`config.mk`:
```
export PLATFORM = sky130hd
export DESIGN_NAME = fetch_stage
export DESIGN_NICKNAME = d
export VERILOG_FILES = /design/src/rtl/fetch_stage.sv
export SDC_FILE = /design/constraint.sdc
export NUM_CORES = 1
export LEC_CHECK = 0
export ABC_AREA = 1
export ABC_CLOCK_PERIOD_IN_PS = 1750
export CORE_UTILIZATION = 51
export CTS_BUF_LIST = sky130_fd_sc_hd__clkbuf_8
export CTS_CLUSTER_SIZE = 10
export DETAILED_ROUTE_END_ITERATION = 8
export HOLD_SLACK_MARGIN = 0.1
export PLACE_DENSITY = 0.89
export SLEW_MARGIN = 20
export SYNTH_ARGS = -nofsm -noshare
export SYNTH_HDL_FRONTEND = slang
export SYNTH_SLANG_ARGS = --single-unit
```
`constraint.sdc`:
```
create_clock -name i_clk -period 1.75 [get_ports i_clk]
set_input_delay 0.35 -clock i_clk [delete_from_list [all_inputs] [get_ports i_clk]]
set_output_delay 0.35 -clock i_clk [all_outputs]
set_load 0.05 [all_outputs]
```
`src/rtl/fetch_stage.sv`:
```
// Instruction fetch: PC, two-word assembly, branch flush into the IF/ID slot.
// Optional interrupt entry is built when INTERRUPT_EN is defined.
module fetch_stage #(
  parameter logic [31:0] RESET_VECTOR = 32'h0000_0000,
  parameter logic [31:0] INT_VECTOR   = 32'h0000_0002,
  parameter int          IMM_BIT      = 0
) (
  input  logic        i_clk,
  input  logic        i_reset,
  input  logic        i_stall,
  input  logic        i_branch_decision,
  input  logic [31:0] i_pc_new,
  input  logic [15:0] i_imem_data,
`ifdef INTERRUPT_EN
  input  logic        i_interrupt,
  output logic        o_int_ack,
`endif
  output logic [31:0] o_imem_addr,
  output logic [15:0] o_instr,
  output logic [15:0] o_immediate,
  output logic [31:0] o_pc,
  output logic [31:0] o_pc_next,
  output logic        o_valid
);

  localparam logic S_FETCH = 1'b0;
  localparam logic S_IMM   = 1'b1;

  logic        state;
  logic [31:0] pc;
  logic [31:0] pc_inc;
  logic [15:0] held;
  logic        irq_take;

  assign o_imem_addr = pc;
  assign pc_inc      = pc + 32'd1;

`ifdef INTERRUPT_EN
  logic irq_q;
  logic irq_pend;
  logic irq_req;

  // Entry only at an instruction boundary; a blocked request stays pending.
  assign irq_req  = irq_pend | (i_interrupt & ~irq_q);
  assign irq_take = irq_req & (state == S_FETCH)
                  & ~i_stall & ~i_branch_decision;

  always_ff @(posedge i_clk) begin
    if (!i_reset) begin
      irq_q     <= 1'b0;
      irq_pend  <= 1'b0;
      o_int_ack <= 1'b0;
    end else begin
      irq_q     <= i_interrupt;
      irq_pend  <= irq_req & ~irq_take;
      o_int_ack <= irq_take;
    end
  end
`else
  assign irq_take = 1'b0;
`endif

  always_ff @(posedge i_clk) begin
    if (!i_reset) begin
      pc          <= RESET_VECTOR;
      state       <= S_FETCH;
      held        <= '0;
      o_instr     <= '0;
      o_immediate <= '0;
      o_pc        <= '0;
      o_pc_next   <= '0;
      o_valid     <= 1'b0;
    end else if (i_branch_decision) begin
      pc      <= i_pc_new;
      state   <= S_FETCH;
      o_valid <= 1'b0;
    end else if (i_stall) begin
      pc <= pc;
    end else if (irq_take) begin
      o_valid   <= 1'b0;
      o_pc_next <= pc;
      pc        <= INT_VECTOR;
    end else begin
      unique case (state)
        S_FETCH: begin
          if (i_imem_data[IMM_BIT]) begin
            held    <= i_imem_data;
            o_valid <= 1'b0;
            state   <= S_IMM;
          end else begin
            o_instr     <= i_imem_data;
            o_immediate <= '0;
            o_pc        <= pc;
            o_pc_next   <= pc_inc;
            o_valid     <= 1'b1;
          end
          pc <= pc_inc;
        end
        S_IMM: begin
          o_instr     <= held;
          o_immediate <= i_imem_data;
          o_pc        <= pc - 32'd1;
          o_pc_next   <= pc_inc;
          o_valid     <= 1'b1;
          pc          <= pc_inc;
          state       <= S_FETCH;
        end
        default: state <= S_FETCH;
      endcase
    end
  end

endmodule
```
==> results of run 1 <==
## stage by stage
stage / area (sq um) / cells / setup TNS (ns)
2_1_floorplan: 7340 / 1088 / -0.0198
3_3_place_gp: 9310 / 1439 / -9.18
3_5_place_dp: 9310 / 1439 / -14.22
4_1_cts: 9720 / 1469 / 0
5_1_grt: 9860 / 1474 / -0.0188
6_report: 9860 / 1474 / 0
## layout by cell type (no fill, tap or decap), types with 2 or more instances in the layout
cell / netlist / layout
nand2_1: 254 / 251
nor2_1: 179 / 174
buf_4: 10 / 174
dfxtp_1: 146 / 124
o21ai_0: 86 / 86
inv_1: 78 / 78
a21oi_1: 74 / 74
nand3_1: 55 / 53
clkdlybuf4s50_1: 0 / 50
xor2_1: 29 / 29
o21ai_1: 28 / 27
a31oi_1: 25 / 24
clkbuf_8: 0 / 17
dfxtp_2: 0 / 17
nor2_4: 10 / 15
buf_12: 0 / 15
nor2_2: 10 / 10
inv_2: 10 / 10
nand4_1: 9 / 9
nand2_2: 4 / 7
inv_6: 0 / 5
dfxtp_4: 0 / 5
a211oi_1: 4 / 4
nor3_1: 4 / 4
clkinvlp_4: 0 / 4
bufinv_16: 0 / 3
o211ai_1: 2 / 2
nand3_2: 0 / 2
nand2_4: 2 / 2
xnor2_1: 2 / 2
ha_4: 0 / 2
## sequential cells by signal (all words and copies together) (netlist names)
register	cells
o_immediate	16
o_pc	32
o_pc_next	32
o_instr	16
o_imem_addr	32
state	1
o_valid	1
held	16
## cells in the mapped netlist
master,n
nand2_1,254
nor2_1,179
dfxtp_1,146
o21ai_0,86
inv_1,78
a21oi_1,74
nand3_1,55
xor2_1,29
o21ai_1,28
a31oi_1,25
clkbuf_1,25
buf_2,20
buf_4,10
inv_2,10
nor2_2,10
nor2_4,10
nand4_1,9
buf_1,5
a211oi_1,4
nand2_2,4
nor3_1,4
buf_6,3
clkbuf_2,2
ha_1,2
nand2_4,2
o211ai_1,2
xnor2_1,2
a21o_1,1
a22oi_1,1
clkinv_1,1
nand3b_1,1
nand3b_2,1
nor2_8,1
nor3_2,1
nor3b_1,1
nor3b_2,1
or2_2,1
## how the worst max path moves through the flow
| stage | end | slack, ns |
|---|---|---|
| after global routing | o_pc[22] | -0.01 |
| after floorplan | o_imem_addr[22] | -0.02 |
| final | o_imem_addr[26] | 0.07 |
| after global placement | o_pc[1] | -0.14 |
| after CTS | o_pc[30] | 0.01 |
| after detailed placement | o_pc_next[7] | -0.21 |
## routing by layer
layer / vias to the layer above / GRT usage
li1: 3890 / -
met1: 3643 / 0.401
met2: 383 / 0.516
met3: 70 / 0.0688
met4: 0 / 0.164
met5: - / 0
## power by group through the flow
stage,logic [mW],registers [mW],clock network [mW]
floorplan,0.660,4.17,0
global placement,1.77,3.73,0
detailed placement,1.80,3.73,0
CTS,1.81,3.66,2.84
global route,1.97,3.68,2.96
finish,1.84,3.66,2.81
## kinds of logic (layout without fill, tap and decap cells)
| kind of cell | Yosys count | in the layout | synth area share |
|---|---|---|---|
| xor+xnor | 31 | 31 | 0.0371 |
| compound gates | 221 | 221 | 0.158 |
| simple gates | 534 | 534 | 0.311 |
| flops | 146 | 146 | 0.399 |
| buf+inv | 154 | 359 | 0.0910 |
| other cells | 0 | 1 | 0 |
| fa+ha+maj | 2 | 2 | 0.00342 |
## layout make-up
class | instances | area share
flip-flops and latches | 146 | 0.300
multi-input cells | 788 | 0.387
clock buffers | 17 | 0.0237
clock inverters | 13 | 0.0178
inverters | 89 | 0.0339
repair buffers | 240 | 0.214
well taps | 180 | 0.0228
diodes | 1 | 0.000254
## worst max-delay path, cell delays in order (launching register included)
cell and delay (ns):
dfxtp_2 0.38, ha_4 0.15, nand3_2 0.09, nor2_4 0.22, nand2_4 0.12, buf_4 0.14
inv_1 0.05, nand2_1 0.05, nand2_1 0.05, nand2_1 0.09, a21oi_1 0.14, nor2_1 0.05
## repair_timing
action	CTS	global route
setup endpoints to repair	0	31
hold buffers	0	0
buffers inserted	0	4
gates resized for setup	0	33
==> qor.txt, run 1 <==
status: finished clean
clk buf depth: 2
Seq pwr share: 0.440
Initial Utilization: 0.525
CTS buffer count: 17
Yosys warnings: 0
HPWL after detailed placement: 17,300 um
vias per inst: 5.42
largest net degree at the start of global routing: 75
R2R setup slack: 0.07 ns
fmax: 595 MHz
GR Util All Layers: 0.320
Crit. End Element: register
Worst-path clk slew: 0.08 ns
Vias: 7,986
# rows: 43
Hold Path Class: in -> reg
Avg Cell Area, Syn: 6.73 sq um
Setup crit start kind: register
vias in the first global route: 7,087
R2R cell count: 11
clk root buf: clkbuf_8
DRC errors left: 0
Slew Limit Fails: 0
Hold Path Depth: 3
iteration count of the initial detailed-routing pass: 5
met2 WL: 11,200 um
sequential-to-total area share from yosys stat: 0.399
clock sinks: 146
CP Data Required Time: 2.09 ns
worst slew pin tran: 0.393 ns
crit path setup slack, layout: 0.0695 ns
min-delay src: i_reset
FF-to-FF End: o_imem_addr[26]
H-tree depth: 4
Metal-1 WL: 9730 um
max-cap viol count: 0
DR WL met3: 1830 um
cell taking the most area after synthesis: dfxtp_1
max_slew headroom: 0.738
worst setup path startpoint: o_imem_addr[0]
Lkg Pwr: 4.43 nW
Min-Delay Endpoint: o_imem_addr[18]
critical path fanouts, max: 5
Ports: 181
Die Wd: 122 um
dpl ws: -0.211 ns
crit path kind: reg -> reg
initial drt markers: 753
post-synthesis register bit count: 146
Fillers: 1,129
DIE HEIGHT: 122 um
CP Data Arrival Time: 2.02 ns
Synth area leaders: dfxtp_1 40%, nand2_1 13%, nor2_1 9.2%
Hold Fails Final Rpt: 0
r2r startpoint: o_imem_addr[0]
Top Layer Used: met4
internal power: 5.55 mW
area of the multi-input gates: 3820 sq um
Clock Skew: 0.0117 ns
Synth Net Count: 1,142
hold slack: 0.198 ns
Clock power frac: 0.338
antenna violations before repair: 1
switching power: 2.77 mW
Final period util: 0.960
count of cell types in the netlist: 37
post-synth top area share: 0.399
RePlAce Congestion: 0.978
share of post-route cells with drive strength above 1: 0.230
area of the core: 13,900 sq um
Peak VDD IR: 0.000831 V
first-pass GRT wire length: 36,600 um
combinational share of power: 0.222
WL final: 23,700 um
cells after synthesis: 1,088
Util after Layout: 0.708
PD cells: 843 nW/um^2
GRT overflow: 0
DIE AREA: 14,800 sq um
Final nets: 1,336
FF/Latch Area: 2960 sq um
Setup violations, final: 0
min Tclk post-route: 1.68 ns
synthesis-to-finish area growth: 34.8%
Syn Std Cell Area: 7320 sq um
worst skew pair latency: 0.46 ns
CTS tree: yes
PortBufs: 180
switching part of the total: 0.333
Power Total: 8.32 mW
post-DR wirelength/cell: 16.1 um
antenna-violating nets left: 0
No activity file was read; power rests on OpenSTA's default activity.
==> inputs of run 2 (changes only) <==
--- a/config.mk
+++ b/config.mk
@@ -7,6 +7,7 @@
 export LEC_CHECK = 0
 export ABC_AREA = 1
 export ABC_CLOCK_PERIOD_IN_PS = 1750
+export CORE_ASPECT_RATIO = 0.9
 export CORE_UTILIZATION = 51
 export CTS_BUF_LIST = sky130_fd_sc_hd__clkbuf_8
 export CTS_CLUSTER_SIZE = 10
==> run 2 against run 1 <==
  * Global-route usage is 0.10 points higher
  * Clock power is 19% lower
  * Register-to-register slack worse by 0.06 ns
  * Via count is 1.9% higher
  * Count of clock-buffer cells in the layout is 3 higher
  * Hold slack better by 0.051 ns
  * First-iteration DRC count is 24% higher
  * Highest routed layer unchanged
==> qor.txt, run 2 (same netlist as run 1, synthesis figures left out) <==
ant diodes: 0 (-1)
CTS tree: yes
first-pass GRT wire length: 36,800 um (+0.76%)
Initial Utilization: 0.522 (-0.00263)
Seq pwr share: 0.471 (+0.031)
Hold Path Class: in -> reg
Lkg Pwr: 4.44 nW (+0.16%)
CTS buffer count: 17 (unchanged)
Clock Skew: 0.0138 ns (+0.00209 ns)
Worst-path clk slew: 0.08 ns (about the same)
share of post-route cells with drive strength above 1: 0.232 (+0.00255)
PortBufs: 180 (unchanged)
worst setup path startpoint: o_imem_addr[0]
Final period util: 0.995 (+0.0349)
status: finished clean
vias in the first global route: 7,208 (+1.7%)
CTS Hold Bufs: 0 (unchanged)
CP Data Arrival Time: 2.14 ns (+0.12 ns)
# rows: 41 (-4.7%)
switching power: 2.65 mW (-4.6%)
max-cap viol count: 0 (unchanged)
crit path kind: reg -> reg
area of the core: 14,000 sq um (+0.50%)
DIE AREA: 14,800 sq um (about the same)
H-tree depth: 4 (unchanged)
CP Data Required Time: 2.15 ns (+0.06 ns)
combinational share of power: 0.236 (+0.014)
Power Total: 7.80 mW (-6.3%)
FF-to-FF End: o_imem_addr[12]
max incr delay on CP: 0.38 ns (about the same)
PD cells: 797 nW/um^2 (-5.5%)
vias per inst: 5.47 (+0.89%)
crit path setup slack, layout: 0.00832 ns (-0.0611 ns)
WL final: 24,400 um (+3.2%)
worst skew pair latency: 0.47 ns (about the same)
Vias: 8,139 (+1.9%)
critical path fanouts, max: 5 (unchanged)
worst slew pin tran: 0.417 ns (+0.0246 ns)
Clock power frac: 0.293 (-0.045)
RePlAce Congestion: 1.01 (+3.3%)
GRT overflow: 0 (unchanged)
antenna-violating nets left: 0 (unchanged)
CP cell instances: ha_2 -> nand3_2 -> nor2_4 -> nand2_4 -> nor2_4 -> xor2_2 -> nand2_1 -> a21oi_2
DIE HEIGHT: 116 um (-5.1%)
clock sinks: 146 (unchanged)
antenna violations before repair: 0 (-1)
iteration count of the initial detailed-routing pass: 6 (+1)
most common cell after layout, fill and taps aside: nand2_1
R2R setup slack: 0.008 ns (-0.06 ns)
hold slack: 0.249 ns (+0.0509 ns)
min-delay src: i_reset
R2R cell count: 8 (-3)
Die Wd: 128 um (+5.3%)
Min-Delay Endpoint: o_pc_next[0]
Setup violations, final: 0 (unchanged)
initial drt markers: 934 (+24%)
r2r startpoint: o_imem_addr[0]
switching part of the total: 0.339 (+0.00598)
Final nets: 1,339 (+0.22%)
DRC errors left: 0 (unchanged)
HPWL after detailed placement: 17,600 um (+1.4%)
largest net degree at the start of global routing: 58 (-23%)
min Tclk post-route: 1.74 ns (+0.0611 ns)
clk buf depth: 2 (unchanged)
Hold Path Depth: 3 (unchanged)
GR Util All Layers: 0.321 (+0.000996)
clk root buf: clkbuf_8
internal power: 5.15 mW (-7.1%)
Setup crit start kind: register
Peak VDD IR: 0.000524 V (-37%)
max_slew headroom: 0.722 (-0.0164)
Slew Limit Fails: 0 (unchanged)
Ports: 181 (unchanged)
CP most frequent cell: nor2_4
dpl ws: -0.138 ns (+0.0725 ns)
Crit. End Element: register
synthesis-to-finish area growth: 33.7%
fmax: 574 MHz (-3.5%)
Fillers: 1,130 (+0.089%)
Worst path slowest cell: dfxtp_4
most frequent cells in the layout: 250 x nand2_1, 181 x buf_4, 174 x nor2_1, 126 x dfxtp_1, 85 x o21ai_0
Hold Fails Final Rpt: 0 (unchanged)
post-DR wirelength/cell: 16.4 um (+2.2%)
run 2: cell types whose count changed in the layout (fill, tap and decap cells not counted), moves of 3 or more:
cell,previous run,this run
buf_4,174,181
clkinv_2,0,5
inv_6,5,0
buf_12,15,11
inv_1,78,82
a21oi_1,74,71
a21oi_2,0,3
bufinv_16,3,0
clkbuf_8,17,20
clkinvlp_4,4,1
xor2_1,29,26
xor2_2,0,3
run 2: worst max-delay path, delay by kind of cell, from the launching register on:
kind / cells / cell delay (ns)
DFF: 1 / 0.38
adders and majority gates: 1 / 0.19
xor gates and xnor gates: 1 / 0.25
AOI/OAI and AO/OA: 1 / 0.12
and+or+nand+nor: 5 / 0.73
run 2: layout make-up:
type | count | area [sq um] | share of cell area
Multi-Input combinational cell | 788 | 3840 | 0.392
Sequential cell | 146 | 2960 | 0.303
Timing Repair Buffer | 243 | 2080 | 0.213
Inverter | 89 | 334 | 0.0342
Clock buffer | 20 | 275 | 0.0281
Tap cell | 193 | 241 | 0.0247
Clock inverter | 10 | 47.5 | 0.00486
run 2: power groups by stage:
stage,clock [mW],combinational [mW],sequential [mW]
floorplan,0,0.660,4.17
global placement,0,1.75,3.74
detailed placement,0,1.77,3.74
CTS,2.28,1.78,3.66
global route,2.41,1.96,3.69
finish,2.28,1.84,3.67
run 2: how the worst max path moves through the flow:
stage                      end  cells after the start
2_1_floorplan  o_imem_addr[22]                     10
3_3_place_gp     o_pc_next[16]                      8
3_5_place_dp           o_pc[9]                     10
4_1_cts               o_pc[20]                      8
5_1_grt          o_pc_next[21]                      9
6_report       o_imem_addr[12]                      8
run 2: through the flow:
step,TNS [ns],utilization,std cells,instance area (sq um)
floorplan,-0.0198,-,1088,7340
global placement,-1.67,0.664,1455,9300
detailed placement,-5.74,0.664,1455,9300
CTS,0,0.687,1485,9620
global route,-0.244,0.698,1489,9780
finish,0,0.698,1489,9780
run 2: routing by layer:
layer / vias to the layer above / part of all wire / global-route usage
met5: - / 0 / 0
met4: 0 / 0.017 / 0.105
met3: 42 / 0.11 / 0.0679
met2: 512 / 0.44 / 0.475
met1: 3696 / 0.43 / 0.464
li1: 3889 / - / -
run 2: repair_timing:
action | CTS | global route
gates resized for setup | 0 | 36
hold endpoints to repair | 0 | 0
setup buffers | 0 | 4
setup endpoints to repair | 0 | 45
==> inputs of run 3 (changes only) <==
--- a/config.mk
+++ b/config.mk
@@ -7,6 +7,7 @@
 export LEC_CHECK = 0
 export ABC_AREA = 1
 export ABC_CLOCK_PERIOD_IN_PS = 1750
+export CAP_MARGIN = 0
 export CORE_ASPECT_RATIO = 0.9
 export CORE_UTILIZATION = 51
 export CTS_BUF_LIST = sky130_fd_sc_hd__clkbuf_8
==> results of run 3 <==
Same layout as run 2: the final DEF is identical, and so are final timing and power.
